$ cat src/rtl/result_demux4_pkg.sv
// Shared constants for the result demultiplexer: port index encodings,
// default widths and the select-decode helper used by the top level.
// Latency: none (package). Backpressure: n/a.
package result_demux4_pkg;

    // Destination port indices as carried on sel.
    localparam logic [1:0] SEL_PORT0 = 2'd0;
    localparam logic [1:0] SEL_PORT1 = 2'd1;
    localparam logic [1:0] SEL_PORT2 = 2'd2;
    localparam logic [1:0] SEL_PORT3 = 2'd3;

    localparam int DEF_WIDTH   = 32;
    localparam int DEF_COUNT_W = 16;

    // One-hot decode of a destination index.
    function automatic logic [3:0] sel_onehot(input logic [1:0] s);
        logic [3:0] oh;
        oh = 4'b0000;
        case (s)
            SEL_PORT0: oh = 4'b0001;
            SEL_PORT1: oh = 4'b0010;
            SEL_PORT2: oh = 4'b0100;
            default:   oh = 4'b1000;
        endcase
        return oh;
    endfunction

endpackage

$ cat src/rtl/result_demux4_slot.sv
// One-entry holding slot for a single demux destination, with optional drain counter.
// Latency: word loaded at edge N is on o_dat with o_vld=1 right after edge N.
// Backpressure: slot holds its word while !i_rdy; a same-cycle drain and load keeps it FULL.
//
// Ports: clk/rst (async active-high), i_load (write enable from the top),
// i_dat (word to store), i_rdy (destination takes the word), o_vld (slot FULL),
// o_dat (slot contents, held when EMPTY), o_cnt (drain count, RESULT_DEMUX4_COUNT_EN only).
module demux_slot #(
    parameter int WIDTH   = 32
`ifdef RESULT_DEMUX4_COUNT_EN
    ,
    parameter int COUNT_W = 16
`endif
) (
    input  logic             clk,
    input  logic             rst,
    input  logic             i_load,
    input  logic [WIDTH-1:0] i_dat,
    input  logic             i_rdy,
    output logic             o_vld,
    output logic [WIDTH-1:0] o_dat
`ifdef RESULT_DEMUX4_COUNT_EN
    ,
    output logic [COUNT_W-1:0] o_cnt
`endif
);

    logic             r_vld;
    logic [WIDTH-1:0] r_dat;
    logic             w_drain;

    assign w_drain = r_vld && i_rdy;

    // Load wins over drain: a simultaneous drain+refill leaves the slot FULL.
    always_ff @(posedge clk or posedge rst) begin
        if (rst) begin
            r_vld <= 1'b0;
            r_dat <= '0;
        end else if (i_load) begin
            r_vld <= 1'b1;
            r_dat <= i_dat;
        end else if (w_drain) begin
            r_vld <= 1'b0;
        end
    end

`ifdef RESULT_DEMUX4_COUNT_EN
    logic [COUNT_W-1:0] r_cnt;

    // Free-running wrap at 2^COUNT_W.
    always_ff @(posedge clk or posedge rst) begin
        if (rst) begin
            r_cnt <= '0;
        end else if (w_drain) begin
            r_cnt <= r_cnt + 1'b1;
        end
    end

    assign o_cnt = r_cnt;
`endif

    assign o_vld = r_vld;
    assign o_dat = r_dat;

endmodule

$ cat src/rtl/result_demux4.sv
// Registered 1-to-4 result demux: steers one producer stream to four independent one-entry slots.
// Latency: one registered stage; accepted word is visible on its port right after the accepting edge.
// Backpressure: in_ready follows only the selected slot, so a stalled port never blocks the others.
//
// Ports: clk/rst (async active-high), in_valid/in_ready/in_data/sel (producer side),
// out_valid[3:0]/out_ready[3:0]/out_data0..3 (destination side),
// xfer_cnt0..3 (per-port completed drains, present only with RESULT_DEMUX4_COUNT_EN defined).
module result_demux4
    import result_demux4_pkg::*;
#(
    parameter int WIDTH   = DEF_WIDTH
`ifdef RESULT_DEMUX4_COUNT_EN
    ,
    parameter int COUNT_W = DEF_COUNT_W
`endif
) (
    input  logic             clk,
    input  logic             rst,
    input  logic             in_valid,
    output logic             in_ready,
    input  logic [WIDTH-1:0] in_data,
    input  logic [1:0]       sel,
    output logic [3:0]       out_valid,
    input  logic [3:0]       out_ready,
    output logic [WIDTH-1:0] out_data0,
    output logic [WIDTH-1:0] out_data1,
    output logic [WIDTH-1:0] out_data2,
    output logic [WIDTH-1:0] out_data3
`ifdef RESULT_DEMUX4_COUNT_EN
    ,
    output logic [COUNT_W-1:0] xfer_cnt0,
    output logic [COUNT_W-1:0] xfer_cnt1,
    output logic [COUNT_W-1:0] xfer_cnt2,
    output logic [COUNT_W-1:0] xfer_cnt3
`endif
);

    logic [3:0]       w_sel_oh;
    logic [3:0]       w_load;
    logic             w_in_ready;
    logic [WIDTH-1:0] w_dat [4];
`ifdef RESULT_DEMUX4_COUNT_EN
    logic [COUNT_W-1:0] w_cnt [4];
`endif

    assign w_sel_oh = sel_onehot(sel);

    // Ready depends only on the addressed slot: it can take a word if empty
    // or if it is being drained this same cycle.
    assign w_in_ready = !out_valid[sel] || out_ready[sel];
    assign w_load     = (in_valid && w_in_ready) ? w_sel_oh : 4'b0000;

    for (genvar k = 0; k < 4; k++) begin : g_slot
        demux_slot #(
            .WIDTH   (WIDTH)
`ifdef RESULT_DEMUX4_COUNT_EN
            ,
            .COUNT_W (COUNT_W)
`endif
        ) u_slot (
            .clk    (clk),
            .rst    (rst),
            .i_load (w_load[k]),
            .i_dat  (in_data),
            .i_rdy  (out_ready[k]),
            .o_vld  (out_valid[k]),
            .o_dat  (w_dat[k])
`ifdef RESULT_DEMUX4_COUNT_EN
            ,
            .o_cnt  (w_cnt[k])
`endif
        );
    end

    assign in_ready  = w_in_ready;
    assign out_data0 = w_dat[0];
    assign out_data1 = w_dat[1];
    assign out_data2 = w_dat[2];
    assign out_data3 = w_dat[3];
`ifdef RESULT_DEMUX4_COUNT_EN
    assign xfer_cnt0 = w_cnt[0];
    assign xfer_cnt1 = w_cnt[1];
    assign xfer_cnt2 = w_cnt[2];
    assign xfer_cnt3 = w_cnt[3];
`endif

endmodule

$ cat config.mk
export PLATFORM = sky130hd
export DESIGN_NAME = result_demux4
export DESIGN_NICKNAME = d
export VERILOG_FILES = /design/src/rtl/result_demux4_pkg.sv /design/src/rtl/result_demux4_slot.sv /design/src/rtl/result_demux4.sv
export SDC_FILE = /design/constraint.sdc
export NUM_CORES = 1
export LEC_CHECK = 0
export ABC_AREA = 1
export ABC_CLOCK_PERIOD_IN_PS = 8000
export BUFFER_PORTS_ARGS = -buffer_cell sky130_fd_sc_hd__buf_4
export CAP_MARGIN = 10
export CORE_MARGIN = 1
export CORE_UTILIZATION = 55
export CTS_CLUSTER_DIAMETER = 60
export DETAILED_ROUTE_END_ITERATION = 12
export PLACE_DENSITY = 0.92
export SYNTH_ARGS = -nofsm -noshare
export SYNTH_HDL_FRONTEND = slang
export SYNTH_SLANG_ARGS = --single-unit
export TNS_END_PERCENT = 5
$ cat constraint.sdc
create_clock -name clk -period 8 [get_ports clk]
set_input_delay 1.6 -clock clk [delete_from_list [all_inputs] [get_ports clk]]
set_output_delay 1.6 -clock clk [all_outputs]
set_load 0.01 [all_outputs]
---- Word level (Yosys, flattened, before mapping) ----
Index checks and enable logic that the tools add are counted.
word-level totals
  bits in registers ....................... 132
  output and inout bits ................... 133
  logic and storage cells ................. 37
operators by class
  magnitude comparators ................... 1
  equal/unequal tests ..................... 2
  muxes and demuxes ....................... 14
  reduce and logical (&&, ||, !) cells .... 12
operators with widths
  kind                count
  $pmux 4 s3          1
  $mux 1              10
  $reduce_bool 2->1   4
  $logic_and 1x1->1   5
  $bmux 1 s2          2
  $mux 4              1
  $lt 2x3->1 const B  1
  $eq 2x1->1 const B  1
  $eq 2x2->1 const B  1
  $logic_not 2->1     1
  $logic_not 1->1     1
  $logic_or 1x1->1    1

---- Depth between registers and ports, before layout ----
  word-level depth ........................ 7
  mapped depth ............................ 11

---- Hierarchy ----
From an unflattened synthesis, not the netlist that was laid out.
unflattened totals
  cells, all modules ...................... 594
  area, all modules ....................... 5484.0 sq um
by module, submodules not included
  module         times used  cells an instance  area an instance (sq um)
  demux_slot     4           141                1330.0
  result_demux4  1           30                 163.9

---- Least setup slack after synthesis ----
OpenSTA, ideal clock, no wires.
  path kind ............................... input -> output
  start point ............................. input port sel[1]
  end point ............................... output port in_ready
  arrival time ............................ 2.364 ns
  data required time ...................... 6.400 ns
  slack ................................... 4.036 ns
  stages .................................. 7
  buffers on the path ..................... 2
  cells stage by stage .................... buf_4 nor2_4 nand2_1 nand2_1 nor2_4 nand2_8 buf_2
between the ends
  cells in the longest elaborated chain, start to end .. 4
RTL lines
  element                       line                 source
  start: declaration            result_demux4.sv:22  input logic [1:0] sel,
  $bmux 1 s2                    result_demux4.sv:50  assign w_in_ready = !out_valid[sel] || out_ready[sel];
  $mux 1 (not written as such)  result_demux4.sv:50
  $logic_not 1->1               result_demux4.sv:50
  $logic_or 1x1->1 *            result_demux4.sv:50
  end: declaration              result_demux4.sv:20  output logic in_ready,
Mark *: on every way between the ends. The rest lies on a longest branch, timed or not. The select of a mux whose other input is x is not followed.

---- Final worst setup path ----
  start point ............................. input port sel[0]
  end point ............................... output port in_ready
The elaborated chain is that of the path after synthesis.

==> results.ini <==
[cells_and_area]
num_antenna_cells = 0
seqCellArea_um2 = 3300
multi_input_area_um2 = 1950
drive_gt1_frac = 0.286
fillers = 673
layout.nets = 789
stdcell_count = 893
synthToLayoutAreaGrowth_pct = 31.3

[clock_network]
ctsResizeCount = 0
numCtsBuffers = 17
clkLatencyLatePin_ps = 520
cts_setup_buffers = 0
clock-sinks = 132
clock_path_buffers = 2
ctsRootBufferMaster = clkbuf_8
clkSlewWorstSetupHoldPaths_ps = 50
htreeDepth = 4
cts_tree = done
holdBufCountCts = 0

[floorplanning]
ios = 174
rows = 36
die_area_um2 = 10700
die_h_um = 103
initial_utilization = 0.571
die_x_um = 103
core-area_um2 = 9860

[drt]
wl_per_cell_um = 17.6
wirelength_mm = 15.7
via_per_inst = 5.81
route.vias.total = 5192
dr.first_iter.drc_count = 387
first_pass_iters = 5
drc = 0
drt.antenna.violating_nets = 0

[worst_setup_path]
cp_max_fo = 133
crit_start = sel[0]
worstSetupPathType = in -> out
rr_startpoint = g_slot[2].u_slot.o_vld
r2r_end = g_slot[2].u_slot.o_dat[7]
endpoint_kind = output pin
cp.arrival_ps = 3560
r2r_cells = 8
start_kind = primary input
rrSetupSlack_ps = 5220
crit_required_ps = 6400
crit_end = in_ready

[power_and_ir_drop]
clkPwrFrac = 0.369
total_power_w = 0.00220
swShare = 0.287
p_per_area_nw_per_um2 = 297
p_comb_frac = 0.227
power_frac_seq = 0.404
intPower_w = 0.00157
p_leak_nw = 4.00
ir_drop_mv = 0.170
power.switching_w = 0.000632

[synth]
ys_ff_latch = 132
synth_top_area_share = 0.586
netlist_area_um2 = 5630
synth_edf_count = 0
synth_cells = 612
ys_seq_area_frac = 0.586
yosysWarnings = 0
yosys.cell_count.top_type = nand2_1
syn_nets = 653
synthTopCellsByCount = 269 x nand2_1, 132 x dfrtp_1, 128 x nand4_1, 14 x buf_2, 14 x clkbuf_1
synthTopCellsByArea = dfrtp_1 59%, nand2_1 18%, nand4_1 14%
ys_types = 18
synth_top_cell_by_area = dfrtp_1
ys.flop_type = dfrtp_1
synth_async_sr_flop_share = 1.00
synth_area_per_cell_um2 = 9.21

[sta]
rsz0062_at_grt = no
hold_ws_ps = 469
finClkSkew_ps = 6.24
slew_violations = 0
period_needed_ps = 5160
fmax_ghz = 0.194
fin_crit_sh = 0.645
fin_setup_tns_ps = 0
timing.final.hold_violations = 0
setup_viol = 0
maxSlewHeadroom = 0.389
max_slew.worst_pin.slew_ps = 915
worst_slack_ps = 2840

[place]
dp_hpwl_mm = 9.56
io_buffers = 173
dp_slack_ps = 2890
dpl.cell_count = 862
gp_congestion = 0.798

[global_routing]
grt_start_max_net_pins = 134
grt-ovfl-total = 0
grt_usage = 0.306
antenna_found_initial = 0
grt_pass1_vias = 4801
grt_pass1_wl_mm = 24.5

[worst_hold_path]
holdCritPathClass = reg -> reg

[run]
drv_cap = 0

[run_status]
status = completed

[final cells by class]
cell class,count,share of cell area
flip-flops and latches,132,0.446
clock buffers,23,0.0644
clock inverters,8,0.0200
inverters,8,0.00440
multi-input cells,413,0.264
repair buffers,176,0.179
well taps,133,0.0225
[power by group through the flow]
stage / Combinational [W] / Sequential [W] / Clock (W)
global route: 0.000549 / 0.000901 / 0.000847
global placement: 0.000480 / 0.000888 / 0
floorplan: 0.000173 / 0.000941 / 0
finish: 0.000500 / 0.000888 / 0.000811
CTS: 0.000503 / 0.000886 / 0.000818
detailed placement: 0.000500 / 0.000894 / 0
[sequential cells by signal, summed over array words and instances, names as in the netlist]
name and flops:
g_slot.u_slot.o_vld 4, g_slot.u_slot.o_dat 128
[worst max-delay path, cell delays in order]
cell and delay (ps):
buf_4 150, nor2_4 660, nand2_1 120, nand2_1 140, nor2_4 60, nand2_8 490, buf_4 240
[metrics by stage]
step | instance area, um2 | utilization
2_1_floorplan | 5630 | -
3_3_place_gp | 6770 | 0.687
3_5_place_dp | 6770 | 0.687
4_1_cts | 7400 | 0.750
5_1_grt | 7400 | 0.750
6_report | 7400 | 0.750
[placed cells by master, fill, tap and decap left out]
| cell type | count |
|---|---|
| clkbuf_1 | 2 |
| clkinv_2 | 1 |
| clkbuf_8 | 5 |
| bufinv_16 | 4 |
| nor2_4 | 4 |
| nand2_1 | 269 |
| buf_4 | 176 |
| nand2_8 | 1 |
| inv_1 | 5 |
| nand3_1 | 3 |
| clkinvlp_4 | 3 |
| inv_2 | 2 |
| nand4_1 | 128 |
| nand3_2 | 4 |
| clkbuf_16 | 16 |
| inv_4 | 1 |
| o21ai_1 | 4 |
| dfrtp_1 | 132 |
[layer usage]
| metal | up-vias | wire (um) | global-route usage |
|---|---|---|---|
| met5 | - | 0 | 0 |
| met4 | 0 | 467 | 0.161 |
| met3 | 44 | 1220 | 0.0585 |
| met2 | 299 | 7740 | 0.488 |
| met1 | 2497 | 6320 | 0.402 |
| li1 | 2352 | - | - |
[kinds of logic (layout without fill, tap and decap cells)]
| logic type | Yosys count | after routing | share of synthesized area |
|---|---|---|---|
| AOI/OAI and AO/OA | 4 | 4 | 0.00355 |
| and+or+nand+nor | 409 | 409 | 0.340 |
| buffers and inverters | 67 | 215 | 0.0697 |
| DFF | 132 | 132 | 0.586 |
[worst min-delay path by stage]
| stage | startpoint | end | depth (start not counted) |
|---|---|---|---|
| 4_1_cts | g_slot[3].u_slot.o_dat[16] | g_slot[3].u_slot.o_dat[16] | 2 |
| 3_5_place_dp | g_slot[3].u_slot.o_dat[20] | g_slot[3].u_slot.o_dat[20] | 2 |
| 5_1_grt | g_slot[3].u_slot.o_dat[21] | g_slot[3].u_slot.o_dat[21] | 2 |
| 2_1_floorplan | g_slot[2].u_slot.o_vld | g_slot[2].u_slot.o_vld | 2 |
| 6_report | g_slot[0].u_slot.o_dat[31] | g_slot[0].u_slot.o_dat[31] | 2 |
| 3_3_place_gp | g_slot[3].u_slot.o_dat[27] | g_slot[3].u_slot.o_dat[27] | 2 |
Power figures use the tool's default switching activity.
